**config.mk**
```make
export PLATFORM = sky130hd
export DESIGN_NAME = cpu_bus_cycle_gen
export DESIGN_NICKNAME = d
export VERILOG_FILES = /design/src/rtl/cpu_bus_cycle_gen.sv
export SDC_FILE = /design/constraint.sdc
export NUM_CORES = 1
export LEC_CHECK = 0
export BUFFER_PORTS_ARGS = -buffer_cell sky130_fd_sc_hd__buf_2
export CORE_AREA = 2 2 77 79
export CTS_CLUSTER_DIAMETER = 40
export DETAILED_ROUTE_END_ITERATION = 16
export DIE_AREA = 0 0 79 81
export PLACE_DENSITY = 0.78
export SLEW_MARGIN = 15
export SYNTH_ARGS = -nofsm -noshare
export SYNTH_HDL_FRONTEND = slang
export SYNTH_SLANG_ARGS = --single-unit
```
**constraint.sdc**
```tcl
create_clock -name clock -period 2.4 [get_ports clock]
set_clock_uncertainty 0.15 [all_clocks]
set_input_delay 0.36 -clock clock [delete_from_list [all_inputs] [get_ports clock]]
set_output_delay 0.36 -clock clock [all_outputs]
set_load 0.05 [all_outputs]
```
**src/rtl/cpu_bus_cycle_gen.sv**
```systemverilog
// Sequences core requests into 8088 minimum-mode bus cycles (T1/T2/T3/Tw/T4, S2..S0, LOCK).
// Optional macro BUS_TIMEOUT_EN bounds Tw with TIMEOUT_CYCLES and reports aborts on rsp_error.
module cpu_bus_cycle_gen #(
`ifdef BUS_TIMEOUT_EN
  parameter int TIMEOUT_CYCLES = 1023,
`endif
  parameter int INTA_GAP = 2
) (
  input  logic        clock,
  input  logic        reset_n,
  input  logic        cpu_clock_en,
  input  logic        req_valid,
  output logic        req_ready,
  input  logic [2:0]  req_status,
  input  logic [19:0] req_address,
  input  logic [7:0]  req_wdata,
  input  logic        req_lock,
  output logic        rsp_valid,
  output logic [7:0]  rsp_rdata,
  output logic        rsp_error,
  output logic [19:0] cpu_address,
  output logic [7:0]  cpu_data_bus,
  output logic [2:0]  processor_status,
  output logic        processor_lock_n,
  input  logic        processor_ready,
  input  logic [7:0]  data_bus_in
);

  typedef enum logic [2:0] {ST_TI, ST_T1, ST_T2, ST_T3, ST_TW, ST_T4, ST_TGAP} state_t;

  localparam logic [2:0] STAT_INTA    = 3'b000;
  localparam logic [2:0] STAT_IOW     = 3'b010;
  localparam logic [2:0] STAT_HALT    = 3'b011;
  localparam logic [2:0] STAT_MEMW    = 3'b110;
  localparam logic [2:0] STAT_PASSIVE = 3'b111;

  state_t      state, state_nxt;
  logic [2:0]  cyc_status, cyc_status_nxt;
  logic [7:0]  cyc_wdata, cyc_wdata_nxt;
  logic        inta_second, inta_second_nxt;
  logic [7:0]  gap_cnt, gap_cnt_nxt;
  logic [19:0] address_nxt;
  logic [7:0]  data_nxt, rdata_nxt;
  logic [2:0]  status_nxt;
  logic        lock_n_nxt, rsp_valid_nxt;
  logic        abort;
  logic        inta_first, cycle_is_read, cycle_is_write, take, start_second;
`ifdef BUS_TIMEOUT_EN
  logic        abort_nxt, rsp_error_nxt;
  logic [9:0]  wait_cnt, wait_cnt_nxt;
`else
  assign abort     = 1'b0;
  assign rsp_error = 1'b0;
`endif

  assign cycle_is_write = (cyc_status == STAT_IOW) || (cyc_status == STAT_MEMW);
  assign cycle_is_read  = cyc_status inside {3'b000, 3'b001, 3'b100, 3'b101};
  // The first INTA cycle keeps LOCK and must not return a response or accept new work.
  assign inta_first     = (cyc_status == STAT_INTA) && !inta_second && !abort;
  assign take           = cpu_clock_en && req_valid &&
                          ((state == ST_TI) || ((state == ST_T4) && !inta_first));
  assign req_ready      = take && reset_n;

  always_comb begin
    state_nxt       = state;
    cyc_status_nxt  = cyc_status;
    cyc_wdata_nxt   = cyc_wdata;
    inta_second_nxt = inta_second;
    gap_cnt_nxt     = gap_cnt;
    address_nxt     = cpu_address;
    data_nxt        = cpu_data_bus;
    rdata_nxt       = rsp_rdata;
    status_nxt      = processor_status;
    lock_n_nxt      = processor_lock_n;
    rsp_valid_nxt   = 1'b0;
    start_second    = 1'b0;
`ifdef BUS_TIMEOUT_EN
    abort_nxt       = abort;
    wait_cnt_nxt    = wait_cnt;
    rsp_error_nxt   = rsp_error;
`endif
    if (cpu_clock_en) begin
      case (state)
        ST_T1: begin
          if (cyc_status == STAT_HALT) begin
            status_nxt    = STAT_PASSIVE;
            lock_n_nxt    = 1'b1;
            rsp_valid_nxt = 1'b1;
`ifdef BUS_TIMEOUT_EN
            rsp_error_nxt = 1'b0;
`endif
            state_nxt     = ST_TI;
          end else begin
            if (cycle_is_write) data_nxt = cyc_wdata;
            state_nxt = ST_T2;
          end
        end
        ST_T2: begin
          status_nxt = STAT_PASSIVE;
          state_nxt  = ST_T3;
        end
        ST_T3, ST_TW: begin
          if (processor_ready) begin
            if (cycle_is_read && !inta_first) rdata_nxt = data_bus_in;
            state_nxt = ST_T4;
          end
`ifdef BUS_TIMEOUT_EN
          else if ((state == ST_TW) && (wait_cnt >= 10'(TIMEOUT_CYCLES))) begin
            abort_nxt = 1'b1;
            state_nxt = ST_T4;
          end
`endif
          else begin
`ifdef BUS_TIMEOUT_EN
            wait_cnt_nxt = wait_cnt + 10'd1;
`endif
            state_nxt = ST_TW;
          end
        end
        ST_T4: begin
          if (inta_first) begin
            if (INTA_GAP == 0) begin
              start_second = 1'b1;
            end else begin
              gap_cnt_nxt = 8'd1;
              state_nxt   = ST_TGAP;
            end
          end else begin
            rsp_valid_nxt = 1'b1;
`ifdef BUS_TIMEOUT_EN
            rsp_error_nxt = abort;
`endif
            lock_n_nxt    = 1'b1;
            state_nxt     = ST_TI;
          end
        end
        ST_TGAP: begin
          if (gap_cnt >= 8'(INTA_GAP)) start_second = 1'b1;
          else gap_cnt_nxt = gap_cnt + 8'd1;
        end
        default: ;
      endcase

      if (start_second) begin
        status_nxt      = cyc_status;
        lock_n_nxt      = 1'b1;
        inta_second_nxt = 1'b1;
`ifdef BUS_TIMEOUT_EN
        wait_cnt_nxt    = 10'd0;
`endif
        state_nxt       = ST_T1;
      end

      // An accepted request overrides the T4 release so back-to-back cycles skip TI.
      if (take) begin
        cyc_status_nxt  = req_status;
        cyc_wdata_nxt   = req_wdata;
        inta_second_nxt = 1'b0;
        gap_cnt_nxt     = 8'd0;
        address_nxt     = req_address;
        status_nxt      = req_status;
        lock_n_nxt      = (req_status == STAT_INTA) ? 1'b0 : ~req_lock;
`ifdef BUS_TIMEOUT_EN
        abort_nxt       = 1'b0;
        wait_cnt_nxt    = 10'd0;
`endif
        state_nxt       = ST_T1;
      end
    end
  end

  always_ff @(posedge clock) begin
    if (!reset_n) begin
      state            <= ST_TI;
      cyc_status       <= STAT_PASSIVE;
      cyc_wdata        <= 8'd0;
      inta_second      <= 1'b0;
      gap_cnt          <= 8'd0;
      cpu_address      <= 20'd0;
      cpu_data_bus     <= 8'd0;
      rsp_rdata        <= 8'd0;
      processor_status <= STAT_PASSIVE;
      processor_lock_n <= 1'b1;
      rsp_valid        <= 1'b0;
`ifdef BUS_TIMEOUT_EN
      abort            <= 1'b0;
      wait_cnt         <= 10'd0;
      rsp_error        <= 1'b0;
`endif
    end else begin
      state            <= state_nxt;
      cyc_status       <= cyc_status_nxt;
      cyc_wdata        <= cyc_wdata_nxt;
      inta_second      <= inta_second_nxt;
      gap_cnt          <= gap_cnt_nxt;
      cpu_address      <= address_nxt;
      cpu_data_bus     <= data_nxt;
      rsp_rdata        <= rdata_nxt;
      processor_status <= status_nxt;
      processor_lock_n <= lock_n_nxt;
      rsp_valid        <= rsp_valid_nxt;
`ifdef BUS_TIMEOUT_EN
      abort            <= abort_nxt;
      wait_cnt         <= wait_cnt_nxt;
      rsp_error        <= rsp_error_nxt;
`endif
    end
  end

endmodule

```
# Yosys cells after proc, flatten, opt, wreduce, memory -nomap -nowiden

Index checks and enable logic that the tools add are counted.

Flip-flop bits (word level): 64
Latch bits: 0
Memory bits (writable): 0
Memory bits (read-only): 0
Input bits: 45
Output and inout port bits: 43
Word-level logic and storage cells: 88
Memories: 0

Add/sub/neg operators: 1
$mul: 0
Divide/modulo/power cells: 0
Magnitude comparators: 1
Eq/ne operators: 16
Shift-type cells: 0
Mux-type cells: 28
Bitwise operators: 2
Reduce and logical (&&, ||, !) cells: 29

Operators by type and width:

| operator                                                           | number |
|---|---|
| two-way mux 8 bit                                                  | 3 |
| == test 3 bit (second input constant)                              | 6 |
| two-way mux 3 bit                                                  | 6 |
| one-hot mux 8 bit (2 select lines)                                 | 1 |
| AND reduction 4 bit                                                | 4 |
| two-way mux 1 bit                                                  | 13 |
| == test 3 x 2 -> 1 bit (second input constant)                     | 4 |
| one-hot mux 3 bit (4 select lines)                                 | 1 |
| nonzero test 4 bit                                                 | 3 |
| logical NOT 3 bit                                                  | 3 |
| adder 8 x 1 -> 8 bit (second input constant)                       | 1 |
| greater-or-equal comparator 8 x 2 -> 1 bit (second input constant) | 1 |
| AND reduction 2 bit                                                | 4 |
| == test 3 x 1 -> 1 bit (second input constant)                     | 2 |
| logical AND 1 bit                                                  | 6 |
| inequality test 3 bit (second input constant)                      | 2 |
| one-hot mux 3 bit (2 select lines)                                 | 1 |
| nonzero test 6 bit                                                 | 1 |
| inequality test 4 x 3 -> 1 bit (second input constant)             | 1 |
| inequality test 4 bit (second input constant)                      | 1 |
| one-hot mux 1 bit (2 select lines)                                 | 2 |
| AND reduction 3 bit                                                | 1 |
| nonzero test 3 bit                                                 | 1 |
| logical NOT 1 bit                                                  | 2 |
| 5 further kinds                                                    | 7 |

# Depth between registers and ports, before layout

Gate-level depths: netlist of the first run.

Depth after elaboration: 8
Gate-level depth with buffers: 7
Mapped depth without buffers: 7

# Worst setup path before layout of the first run

No wires, ideal clock.

Kind: register to output
Start: register state[2]
End: output port req_ready
Arrival time: 1.913 ns
Data required time: 1.890 ns
Slack: -0.023 ns
Stages on the path, launching flop included: 6
Path buffers: 2
Path through: dfxtp_1 -> clkbuf_1 -> xor2_1 -> a2111oi_4 -> buf_2 -> and2_1

Longest elaborated chain between the ends: 5
Elaborated cells on any way between the ends: 6
Classes of those cells: 1 x eq/ne; 5 x reduce/logical

RTL lines:

| what                   | line | text |
|---|---|---|
| from (decl)            | 37   | `state_t state, state_nxt;` |
| from (signal assigned) | 191  | `state <= state_nxt;` |
| == test 3 bit          | 61   | `((state == ST_TI) \|\| ((state == ST_T4) && !inta_first));` |
| logical AND 1 bit      | 61   |  |
| logical OR 1 bit (*)   | 61   |  |
| logical AND 1 bit (*)  | 60   | `assign take = cpu_clock_en && req_valid &&` |
| logical AND 1 bit (*)  | 62   | `assign req_ready = take && reset_n;` |
| to (decl)              | 13   | `output logic req_ready,` |

Mark *: on every way between the ends. The rest lies on a longest branch, timed or not.

# Worst setup path in the final report of the first run

Start: register cyc_status[0]
End: output port req_ready

Longest elaborated chain between the ends: 7

RTL lines:

| what                   | line | text |
|---|---|---|
| from (decl)            | 38   | `logic [2:0] cyc_status, cyc_status_nxt;` |
| from (signal assigned) | 192  | `cyc_status <= cyc_status_nxt;` |
| logical NOT 3 bit      | 59   | `assign inta_first = (cyc_status == STAT_INTA) && !inta_second && !abort;` |
| logical AND 1 bit      | 59   |  |
| logical NOT 1 bit      | 61   |  |
| logical AND 1 bit      | 61   |  |
| logical OR 1 bit       | 61   |  |
| logical AND 1 bit      | 60   |  |
| logical AND 1 bit      | 62   |  |

Every way passes these cells.

==> results of run 1 <==
[metrics by stage]
| step | hold WS, ns | power, mW |
|---|---|---|
| 4_1_cts | 0.109 | 2.24 |
| 3_3_place_gp | 0.277 | 1.48 |
| 2_1_floorplan | 0.259 | 1.39 |
| 5_1_grt | 0.118 | 2.32 |
| 3_5_place_dp | 0.283 | 1.49 |
| 6_report | 0.125 | 2.21 |
[worst min path at each step]
stage               cells past startpoint                           end
global route                            3  cpu_address[16]$_SDFFE_PN0P_
CTS                                     3     cyc_wdata[7]$_SDFFE_PN0P_
finish                                  3     cyc_wdata[7]$_SDFFE_PN0P_
floorplan                               2       gap_cnt[5]$_SDFFE_PN0P_
global placement                        2       gap_cnt[5]$_SDFFE_PN0P_
detailed placement                      2       gap_cnt[5]$_SDFFE_PN0P_
[flip-flops by register name (all words and copies together), names as in the netlist]
| signal | flops |
|---|---|
| state | 3 |
| cpu_address | 20 |
| inta_second | 1 |
| gap_cnt | 8 |
| processor_lock_n | 1 |
| processor_status | 3 |
| cyc_status | 3 |
| rsp_valid | 1 |
| cpu_data_bus | 8 |
| cyc_wdata | 8 |
| rsp_rdata | 8 |
[cell families after synthesis]
logic type,Yosys count,synth area share (%)
mux,20,7.32
other cells,1,0.137
xor+xnor,1,0.320
flops,64,46.9
simple gates,122,22.2
compound gates,64,18.0
fa+ha+maj,2,0.915
buf+inv,27,4.21
[worst max-delay path: cells and delay by family (launching register included)]
kind	cells	cell delay (ns)
DFF	1	0.42
AOI/OAI and AO/OA	1	0.43
buffers and inverters	1	0.25
and+or+nand+nor	2	0.30
[metal layers]
layer / vias up / wire, µm
li1: 1194 / -
met2: 79 / 2640
met5: - / 0
met1: 1069 / 2670
met3: 10 / 438
met4: 0 / 95
[what timing repair did]
action | in CTS | in global routing
endpoints found under the hold margin | 0 | 0
resized for setup | 0 | 2
setup endpoints to repair | 0 | 1
[layout by cell type, fill, tap and decap left out, types with 2 or more instances in the layout]
cell	synthesis	final
a21boi_0	28	28
a21oi_1	8	8
a31oi_1	2	2
a32oi_1	3	3
and3_1	2	2
and3b_1	4	4
buf_2	8	86
buf_4	1	8
clkbuf_1	11	2
clkbuf_8	0	9
clkinv_2	0	3
dfxtp_1	64	62
dfxtp_2	0	2
ha_1	2	2
inv_1	7	7
mux2i_1	20	20
nand2_1	70	70
nand2b_1	2	2
nand3_1	2	2
nand3b_1	2	2
nor2_1	9	9
nor2b_1	19	19
nor3_1	2	2
nor4_1	3	3
nor4_4	2	2
o2111ai_1	2	2
o211ai_1	2	2
o21ai_0	4	4
o31ai_1	4	4
[report_power, final]
group	switching, mW	internal [mW]	leakage, nW	total (mW)
Clock	0.382	0.364	0.0789	0.746
Combinational	0.216	0.121	0.915	0.337
Sequential	0.0286	1.10	0.519	1.13
Total	0.627	1.58	1.51	2.21
[layout make-up]
cell class,instances,area [µm²],area share (%)
well taps,75,93.8,2.75
clock buffers,11,131,3.86
multi-input cells,210,1340,39.3
clock inverters,4,22.5,0.661
inverters,7,26.3,0.771
flip-flops and latches,64,1280,37.7
repair buffers,95,510,15.0
==> metrics.md, run 1 <==
| Metric | Value |
|---|---|
| Worst skew pair latency | `between 0.3 and 0.4 ns` |
| DRC | `0` |
| N_diodes | `0` |
| Cell count after placement | `~450` |
| Slew Viols, Final | `0` |
| Status | `finished clean` |
| Detailed-route wire length | `about 5900 µm` |
| Largest cells by area after synthesis | `dfxtp_1 (47%), nand2_1 (9.6%), a21boi_0 (7.7%)` |
| Async set-or-reset flop fraction in the synthesized netlist | `0%` |
| Gate Count Post-Synth | `between 300 and 400` |
| Post-route cell area | `between 0.003 and 0.004 mm²` |
| Reg2reg end | `gap_cnt[2]$_SDFFE_PN0P_` |
| Max Freq | `~0.45 GHz` |
| Post-CTS Repair Setup Buffers | `0` |
| Worst Reg-to-Reg Cells | `6` |
| Share of the synthesized area in the top cell type | `~47%` |
| Starting Density | `48.2%` |
| DRT iter0 DRCs | `186` |
| Antenna viol nets, final | `0` |
| Fraction of layout cells with a size suffix above 1 | `29.7%` |
| Cell taking the most area after synthesis | `dfxtp_1` |
| Maxcap violations | `0` |
| Die Wd | `~79 µm` |
| HPWL after DPL | `about 3900 µm` |
| Largest net degree at the start of global routing | `65` |
| CTS buffer count | `9` |
| Main synth FF type | `dfxtp_1` |
| Clk slew on worst S/H paths | `around 0.070 ns` |
| GRT overflow | `0` |
| TritonCTS clock tree | `yes` |
| Count of cell types in the netlist | `43` |
| Post-synth EDFFs | `0` |
| Non-filler cells, final | `roughly 470` |
| Synth Register Bits | `64` |
| Most Crowded Layer GR | `met2` |
| Critical path endpoint category | `output port` |
| Min-Delay Path Class | `input pin to flip-flop` |
| Root buffer cell | `clkbuf_8` |
| Number of detailed-routing iterations run before antenna repair | `4` |
| CP max stage delay | `between 0.4 and 0.5 ns` |
| Die ar. | `about 0.0064 mm²` |
| Die Ht | `81 µm` |
| Register area share after synthesis | `46.9%` |
| Final Hold Fails | `0` |
| Syn_nets | `approximately 350` |
| Max_slew headroom | `roughly 65%` |
| Setup TNS | `0 ns` |
| Endpoints failing setup | `0` |
| Routed len/inst | `12.6 µm` |
| P_leak | `1.51 nW` |
| Core Box Area | `approximately 0.0057 mm²` |
| Critical Path End | `req_ready` |
| Crit path DAT | `between 1.5 and 2 ns` |
| Critical path origin | `cyc_status[0]$_SDFFE_PN1P_` |
| Reg-to-reg startpoint | `cyc_status[0]$_SDFFE_PN1P_` |
| DP Area | `0.00325 mm²` |
| Most frequent cell after synthesis | `nand2_1` |
| Pwr/cell area | `649 mW/mm²` |
| I/O Pins | `a little under 90` |
| Synth warn | `0` |
| Initial antenna violation count | `0` |
| RSZ-0062 raised after global routing | `false` |
| Critical path type | `flip-flop to output port` |
| Global routing usage on met1 | `a little under a quarter` |
| Crit path cell chain | `nor4_4, a2111oi_4, and2_2, buf_2` |
| Clk sinks | `64` |
| GRT Total Usage | `between 10% and 20%` |
| Commonest cells post-synth | `nand2_1 (70), dfxtp_1 (64), a21boi_0 (28)` |
| Worst slew pin tran | `0.518 ns` |
| R2R Setup Slk | `between 0.3 and 0.4 ns` |
| Finished Core Util | `60.0%` |
| Layout Nets | `around 430` |
| Pre-CTS WS | `0.273 ns` |
| Site row count | `28` |
| Met3 usage in global routing | `roughly 6.8%` |
| DR vias | `around 2.4k` |
| Placer Congestion | `between 0.8 and 0.9` |
| Vias per Instance | `5.05` |
| Fillers | `530` |
| Met2 Usage GRT | `around 30%` |
| CTS Buffer Depth | `2` |
| Worst-path fanout max | `4` |
| Worst setup SP type | `flip-flop` |
| Cell area after synthesis | `about 0.0027 mm²` |
| Final min period | `roughly 2.2 ns` |
| Port Buffers | `86` |
| First-pass GRT wire length | `between 9000 and 10,000 µm` |
| Fin worst setup slack | `0.166 ns` |
| Worst path slowest cell | `a2111oi_4` |
| Tcrit/Tclk final | `between 90% and 100%` |
| Number of global-route vias before repair | `around 2.2k` |
| Area Growth Syn to Fin | `24.6%` |
| Max IR drop VDD | `0.521 mV` |
| Cts hold-fix bufs | `0` |
| Syn avg cell area | `about 9.1 µm²` |
| CTS H-tree depth | `3` |
| Crit path required time | `around 1.9 ns` |
| HP Start | `req_wdata[7]` |
Note: power is estimated with default switching activity, not from simulation.
==> run 2, diff against run 1 <==
--- a/config.mk
+++ b/config.mk
@@ -7,3 +7,3 @@
 export LEC_CHECK = 0
-export BUFFER_PORTS_ARGS = -buffer_cell sky130_fd_sc_hd__buf_2
+export BUFFER_PORTS_ARGS = -buffer_cell sky130_fd_sc_hd__buf_4
 export CORE_AREA = 2 2 77 79
==> constraint.sdc (replaced) <==
create_clock -name clock -period 2.4 [get_ports clock]
set_clock_uncertainty 0.15 [all_clocks]
set_input_delay 0 -clock clock [delete_from_list [all_inputs] [get_ports clock]]
set_output_delay 0 -clock clock [all_outputs]
set_load 0.05 [all_outputs]
==> metrics.md, run 2 (synthesis gave the netlist of run 1 again) <==
| Metric | Value |
|---|---|
| Final Hold Fails | `0 (unchanged)` |
| Placer Congestion | `0.817 (-2.2%)` |
| Min-Delay Path Class | `input pin to flip-flop` |
| Routed len/inst | `13.5 µm (+7.7%)` |
| Cell count after placement | `450 (-0.22%)` |
| Tcrit/Tclk final | `89.4% (-3.6 points)` |
| Critical path endpoint category | `flip-flop` |
| Max_slew headroom | `60.2% (-5.3 points)` |
| R2R Setup Slk | `0.25 ns (-0.12 ns)` |
| Vias per Instance | `5.08 (+0.66%)` |
| Clk network pwr share | `40.0% (+6.3 points)` |
| Critical Path End | `processor_status[0]$_SDFFE_PN1P_` |
| Largest net degree at the start of global routing | `66 (+1.5%)` |
| Detailed-route wire length | `6880 µm (+18%)` |
| Max IR drop VDD | `0.452 mV (-13%)` |
| First-pass GRT wire length | `11,200 µm (+16%)` |
| Die ar. | `0.00640 mm² (unchanged)` |
| Register share of total power | `43.2% (-7.8 points)` |
| Critical path type | `flip-flop to flip-flop` |
| Reg2reg end | `processor_status[0]$_SDFFE_PN1P_` |
| Largest Register | `cpu_address` |
| DRC | `0 (unchanged)` |
| Post-CTS Repair Setup Buffers | `0 (unchanged)` |
| Worst-path fanout max | `31 (+27)` |
| Max reg flops | `20 (unchanged)` |
| Worst skew pair latency | `0.33 ns (about the same)` |
| Commonest cells after routing, fill and taps aside | `buf_4 (93), nand2_1 (70), dfxtp_1 (64), dlygate4sd3_1 (43), a21boi_0 (28)` |
| Worst slew pin tran | `0.595 ns (+0.0771 ns)` |
| HPWL after DPL | `4120 µm (+4.5%)` |
| Reg-to-reg startpoint | `cyc_status[1]$_SDFFE_PN1P_` |
| Post-route cell area | `0.00412 mm² (+21%)` |
| Die Wd | `79 µm (unchanged)` |
| Die Ht | `81 µm (unchanged)` |
| Status | `finished clean` |
| Clk sinks | `64 (unchanged)` |
| Worst setup SP type | `flip-flop` |
| Root buffer cell | `clkbuf_8` |
| Finished Core Util | `72.5% (+12 points)` |
| Pwr/cell area | `633 mW/mm² (-2.5%)` |
| Number of detailed-routing iterations run before antenna repair | `5 (+1)` |
| Antenna viol nets, final | `0 (unchanged)` |
| Worst Reg-to-Reg Cells | `6 (unchanged)` |
| Fillers | `399 (-25%)` |
| CTS Buffer Depth | `2 (unchanged)` |
| TritonCTS clock tree | `yes` |
| Clk slew on worst S/H paths | `0.08 ns (about the same)` |
| Switching Share | `26.4% (-2.0 points)` |
| CTS H-tree depth | `3 (unchanged)` |
| Max Freq | `0.466 GHz (+4.1%)` |
| Internal power | `1.92 mW (+21%)` |
| DP Area | `0.00346 mm² (+6.4%)` |
| Maxcap violations | `0 (unchanged)` |
| Setup TNS | `0 ns (unchanged)` |
| GRT overflow | `0 (unchanged)` |
| Site row count | `28 (unchanged)` |
| Endpoints failing setup | `0 (unchanged)` |
| Number of global-route vias before repair | `2,491 (+13%)` |
| Most common cell after layout, fill and taps aside | `buf_4` |
| P_leak | `1.77 nW (+17%)` |
| P_sw | `687 µW (+9.6%)` |
| Starting Density | `48.2% (unchanged)` |
| GRT Total Usage | `22.4% (+3.3 points)` |
| Slew Viols, Final | `0 (unchanged)` |
| Fraction of layout cells with a size suffix above 1 | `26.5% (-3.2 points)` |
| Area Growth Syn to Fin | `50.5%` |
| Combinational share of power | `16.7% (+1.5 points)` |
| Crit path required time | `2.50 ns (+0.61 ns)` |
| Initial antenna violation count | `0 (unchanged)` |
| Critical path origin | `cyc_status[1]$_SDFFE_PN1P_` |
| DRT iter0 DRCs | `118 (-37%)` |
| Final min period | `2.15 ns (-0.0872 ns)` |
| RSZ-0062 raised after global routing | `false` |
| Non-filler cells, final | `509 (+9.2%)` |
| I/O Pins | `88 (unchanged)` |
| N_diodes | `0 (unchanged)` |
| Crit path DAT | `2.24 ns (+0.52 ns)` |
| CTS buffer count | `9 (unchanged)` |
| Port Buffers | `86 (unchanged)` |
| DR vias | `2,586 (+9.9%)` |
| Core Box Area | `0.00568 mm² (unchanged)` |
| Layout Nets | `476 (+9.7%)` |
[run 2: layout make-up]
type	instances	area (µm²)	area share, %
Multi-Input combinational cell	210	1340	32.5
Tap cell	75	93.8	2.28
Sequential cell	64	1280	31.1
Timing Repair Buffer	137	1150	27.9
Clock buffer	10	138	3.34
Clock inverter	6	90.1	2.19
Inverter	7	26.3	0.638
[run 2: routing by layer]
metal / vias up / track usage [%] / share of wire, %
met1: 1203 / 26.9 / 42
met3: 18 / 7.00 / 6.0
met4: 0 / 9.14 / 2.3
met5: - / 0 / 0
met2: 80 / 37.4 / 50
li1: 1285 / - / -
[run 2: per-stage QoR]
step,hold slack [ns],power (mW),setup WS (ns)
after detailed placement,0.108,1.52,0.347
after global routing,0.183,2.72,0.125
after CTS,0.120,2.62,0.315
after floorplan,-0.00508,1.39,0.337
final,0.139,2.60,0.254
after global placement,0.109,1.52,0.298
[run 2: worst min-delay path by stage]
stage                    start                           end  cells past startpoint
3_3_place_gp    data_bus_in[5]     rsp_rdata[5]$_SDFFE_PN0P_                      3
4_1_cts              req_valid         state[1]$_SDFFE_PN0P_                      4
6_report             req_valid         state[1]$_SDFFE_PN0P_                      4
2_1_floorplan  req_address[19]  cpu_address[19]$_SDFFE_PN0P_                      2
5_1_grt              req_valid         state[1]$_SDFFE_PN0P_                      4
3_5_place_dp     req_status[2]    cyc_status[2]$_SDFFE_PN1P_                      3
[run 2: power by group through the flow]
| stage | logic, mW | registers, mW | clock network [mW] |
|---|---|---|---|
| after global routing | 0.471 | 1.13 | 1.12 |
| final | 0.435 | 1.13 | 1.04 |
| after CTS | 0.430 | 1.13 | 1.07 |
| after floorplan | 0.171 | 1.22 | 0 |
| after global placement | 0.368 | 1.15 | 0 |
| after detailed placement | 0.374 | 1.15 | 0 |
[run 2: timing repair]
action,in CTS,in global routing
hold buffers,43,0
hold endpoints to repair,46,0
gates resized for setup,0,0
[run 2: critical path, cell delays in order (launching register included)]
cell and delay, ns:
dfxtp_1 0.48, nor4_4 0.12, a2111oi_4 0.55, buf_12 0.24, o31ai_1 0.10, and2_1 0.21, a32oi_1 0.20
==> run 3, diff against run 2 <==
Clock period 2.4 ns to 2.3 ns, I/O delays scaled along.
==> metrics.md, run 3 (synthesis gave the netlist of run 1 again) <==
| Metric | Value |
|---|---|
| Slew Viols, Final | `0 (unchanged)` |
| CTS H-tree depth | `3 (unchanged)` |
| Fillers | `417 (+4.5%)` |
| WHS | `0.123 ns (-0.0156 ns)` |
| Family with the most delay on the worst path | `simple AND/OR/NAND/NOR gates` |
| Placer Congestion | `0.863 (+5.6%)` |
| Stages on worst setup path | `5 (-1)` |
| RSZ-0062 raised after global routing | `false` |
| Clk sinks | `64 (unchanged)` |
| CTS buffer count | `9 (unchanged)` |
| Max reg flops | `20 (unchanged)` |
| Clk slew on worst S/H paths | `0.07 ns (about the same)` |
| Pre-CTS WS | `0.0897 ns (-0.258 ns)` |
| Endpoints failing setup | `0 (unchanged)` |
| Area Growth Syn to Fin | `51.5%` |
| Number of detailed-routing iterations run before antenna repair | `6 (+1)` |
| Starting Density | `48.2% (unchanged)` |
| Worst skew pair latency | `0.33 ns (about the same)` |
| TritonCTS clock tree | `yes` |
| First-pass GRT wire length | `11,400 µm (+2.0%)` |
| Fin worst setup slack | `0.231 ns (-0.0228 ns)` |
| R2R Setup Slk | `0.23 ns (-0.02 ns)` |
| Worst Reg-to-Reg Cells | `5 (-1)` |
| Area of the multi-input gates | `0.00134 mm² (unchanged)` |
| DRC | `0 (unchanged)` |
| Initial antenna violation count | `0 (unchanged)` |
| HP Start | `req_valid` |
| CTS resizes | `0 (unchanged)` |
| Setup TNS | `0 ns (unchanged)` |
| Worst hold path cell count | `4 (unchanged)` |
| Worst setup SP type | `flip-flop` |
| N_diodes | `0 (unchanged)` |
| Largest net degree at the start of global routing | `66 (unchanged)` |
| Worst path slowest cell | `nor4_4` |
| Worst-path fanout max | `30 (-3.2%)` |
| Core Box Area | `0.00568 mm² (unchanged)` |
| Vias per Instance | `5.10 (+0.31%)` |
| Tcrit/Tclk final | `90.0% (+0.53 points)` |
| CTS Buffer Depth | `2 (unchanged)` |
| P_leak | `1.78 nW (+1.1%)` |
| Critical path type | `flip-flop to flip-flop` |
| Max IR drop VDD | `0.480 mV (+6.2%)` |
| Routed len/inst | `13.7 µm (+1.4%)` |
| Root buffer cell | `clkbuf_8` |
| Most common cell after layout, fill and taps aside | `buf_4` |
| Crit path required time | `2.38 ns (-0.12 ns)` |
| WHS Endpoint | `state[2]$_SDFFE_PN0P_` |
| Die ar. | `0.00640 mm² (unchanged)` |
| Worst slew pin tran | `0.576 ns (-0.0198 ns)` |
| Layout Nets | `478 (+0.42%)` |
| Number of global-route vias before repair | `2,513 (+0.88%)` |
| Commonest cells after routing, fill and taps aside | `buf_4 (95), nand2_1 (70), dfxtp_1 (64), dlygate4sd3_1 (43), a21boi_0 (28)` |
| GRT Total Usage | `22.5% (+0.14 points)` |
| Final min period | `2.07 ns (-0.0772 ns)` |
| Reg-to-reg startpoint | `cyc_status[1]$_SDFFE_PN1P_` |
| Detailed-route wire length | `6990 µm (+1.6%)` |
| DRT iter0 DRCs | `237 (+100%)` |
| Final Hold Fails | `0 (unchanged)` |
| CP max stage delay | `0.44 ns (-0.11 ns)` |
| Maxcap violations | `0 (unchanged)` |
| Largest Register | `cpu_address` |
| Sequential cell area | `0.00128 mm² (unchanged)` |
| Crit path DAT | `2.15 ns (-0.09 ns)` |
| Antenna viol nets, final | `0 (unchanged)` |
| HPWL after DPL | `4120 µm (about the same)` |
| Die Ht | `81 µm (unchanged)` |
| Fraction of layout cells with a size suffix above 1 | `26.7% (+0.17 points)` |
| GRT overflow | `0 (unchanged)` |
| Crit path cell chain | `nor4_4, a2111o_1, buf_4, nand2_1, a21boi_0` |
| Status | `finished clean` |
| Max_slew headroom | `61.5% (+1.3 points)` |
| Site row count | `28 (unchanged)` |
| I/O Pins | `88 (unchanged)` |
| Min-Delay Path Class | `input pin to flip-flop` |
| Reg2reg end | `cpu_address[7]$_SDFFE_PN0P_` |
| Pwr/cell area | `671 mW/mm² (+6.1%)` |
| Worst path bufs/invs | `1 (unchanged)` |
| Die Wd | `79 µm (unchanged)` |
| Critical path endpoint category | `flip-flop` |
| Port Buffers | `86 (unchanged)` |
| Max Freq | `0.483 GHz (+3.7%)` |
| DR vias | `2,599 (+0.50%)` |
==> run 3: changes by cell type in the layout (fill, tap and decap cells not counted), sizes merged <==
| cell | change |
|---|---|
| buf | +2 |
| clkbuf | +3 |
| clkinv | -1 |
| clkinvlp | -1 |
| inv | -2 |
==> run 3: layout make-up <==
class	count	share of cell area, %
multi-input combinational	210	32.3
inverter	7	0.634
timing repair buffer	139	28.1
sequential	64	30.9
clock inverter	2	1.45
tap	75	2.27
clock buffer	13	4.32
==> run 3: worst max-delay path by stage <==
stage | start | to | slack, ns
floorplan | state[2]$_SDFFE_PN0P_ | req_ready | 0.24
global placement | cyc_status[1]$_SDFFE_PN1P_ | processor_status[0]$_SDFFE_PN1P_ | 0.22
detailed placement | cyc_status[1]$_SDFFE_PN1P_ | processor_status[0]$_SDFFE_PN1P_ | 0.09
CTS | cyc_status[1]$_SDFFE_PN1P_ | req_ready | 0.04
global route | gap_cnt[0]$_SDFFE_PN0P_ | gap_cnt[5]$_SDFFE_PN0P_ | 0.06
finish | cyc_status[1]$_SDFFE_PN1P_ | cpu_address[7]$_SDFFE_PN0P_ | 0.23
==> run 3: where the power goes <==
| group | internal [mW] | leakage (nW) | switching, mW |
|---|---|---|---|
| registers | 1.15 | 0.519 | 0.0303 |
| clock network | 0.724 | 0.122 | 0.421 |
| logic | 0.211 | 1.14 | 0.247 |
==> run 3: repair_timing <==
| item | 4_1_cts | 5_1_grt |
|---|---|---|
| endpoints found under the setup margin | 0 | 4 |
| buffers inserted | 0 | 3 |
| endpoints found under the hold margin | 46 | 0 |
| hold buffers | 43 | 0 |
==> run 3: worst register-to-register path: stages (launching register included) <==
cell and delay, ns:
dfxtp_1 0.39, nor4_4 0.44, a2111o_1 0.25, buf_4 0.32
nand2_1 0.14, a21boi_0 0.28
==> run 3: routing by layer <==
layer  vias up  global-route usage, %  wire (µm)
li1       1287                      -          -
met1      1216                   26.8       2900
met2        87                   39.0       3570
met3         9                   7.44        479
met4         0                   6.21         44
met5         -                      0          0
==> run 3: per-stage QoR <==
step / cell area (µm²) / utilization [%] / instances / total power [mW]
finish: 4140 / 73.0 / 510 / 2.78
global route: 4140 / 73.0 / 510 / 2.89
CTS: 4120 / 72.6 / 507 / 2.78
detailed placement: 3450 / 60.8 / 449 / 1.59
global placement: 3450 / 60.8 / 449 / 1.58
floorplan: 2730 / - / 301 / 1.45
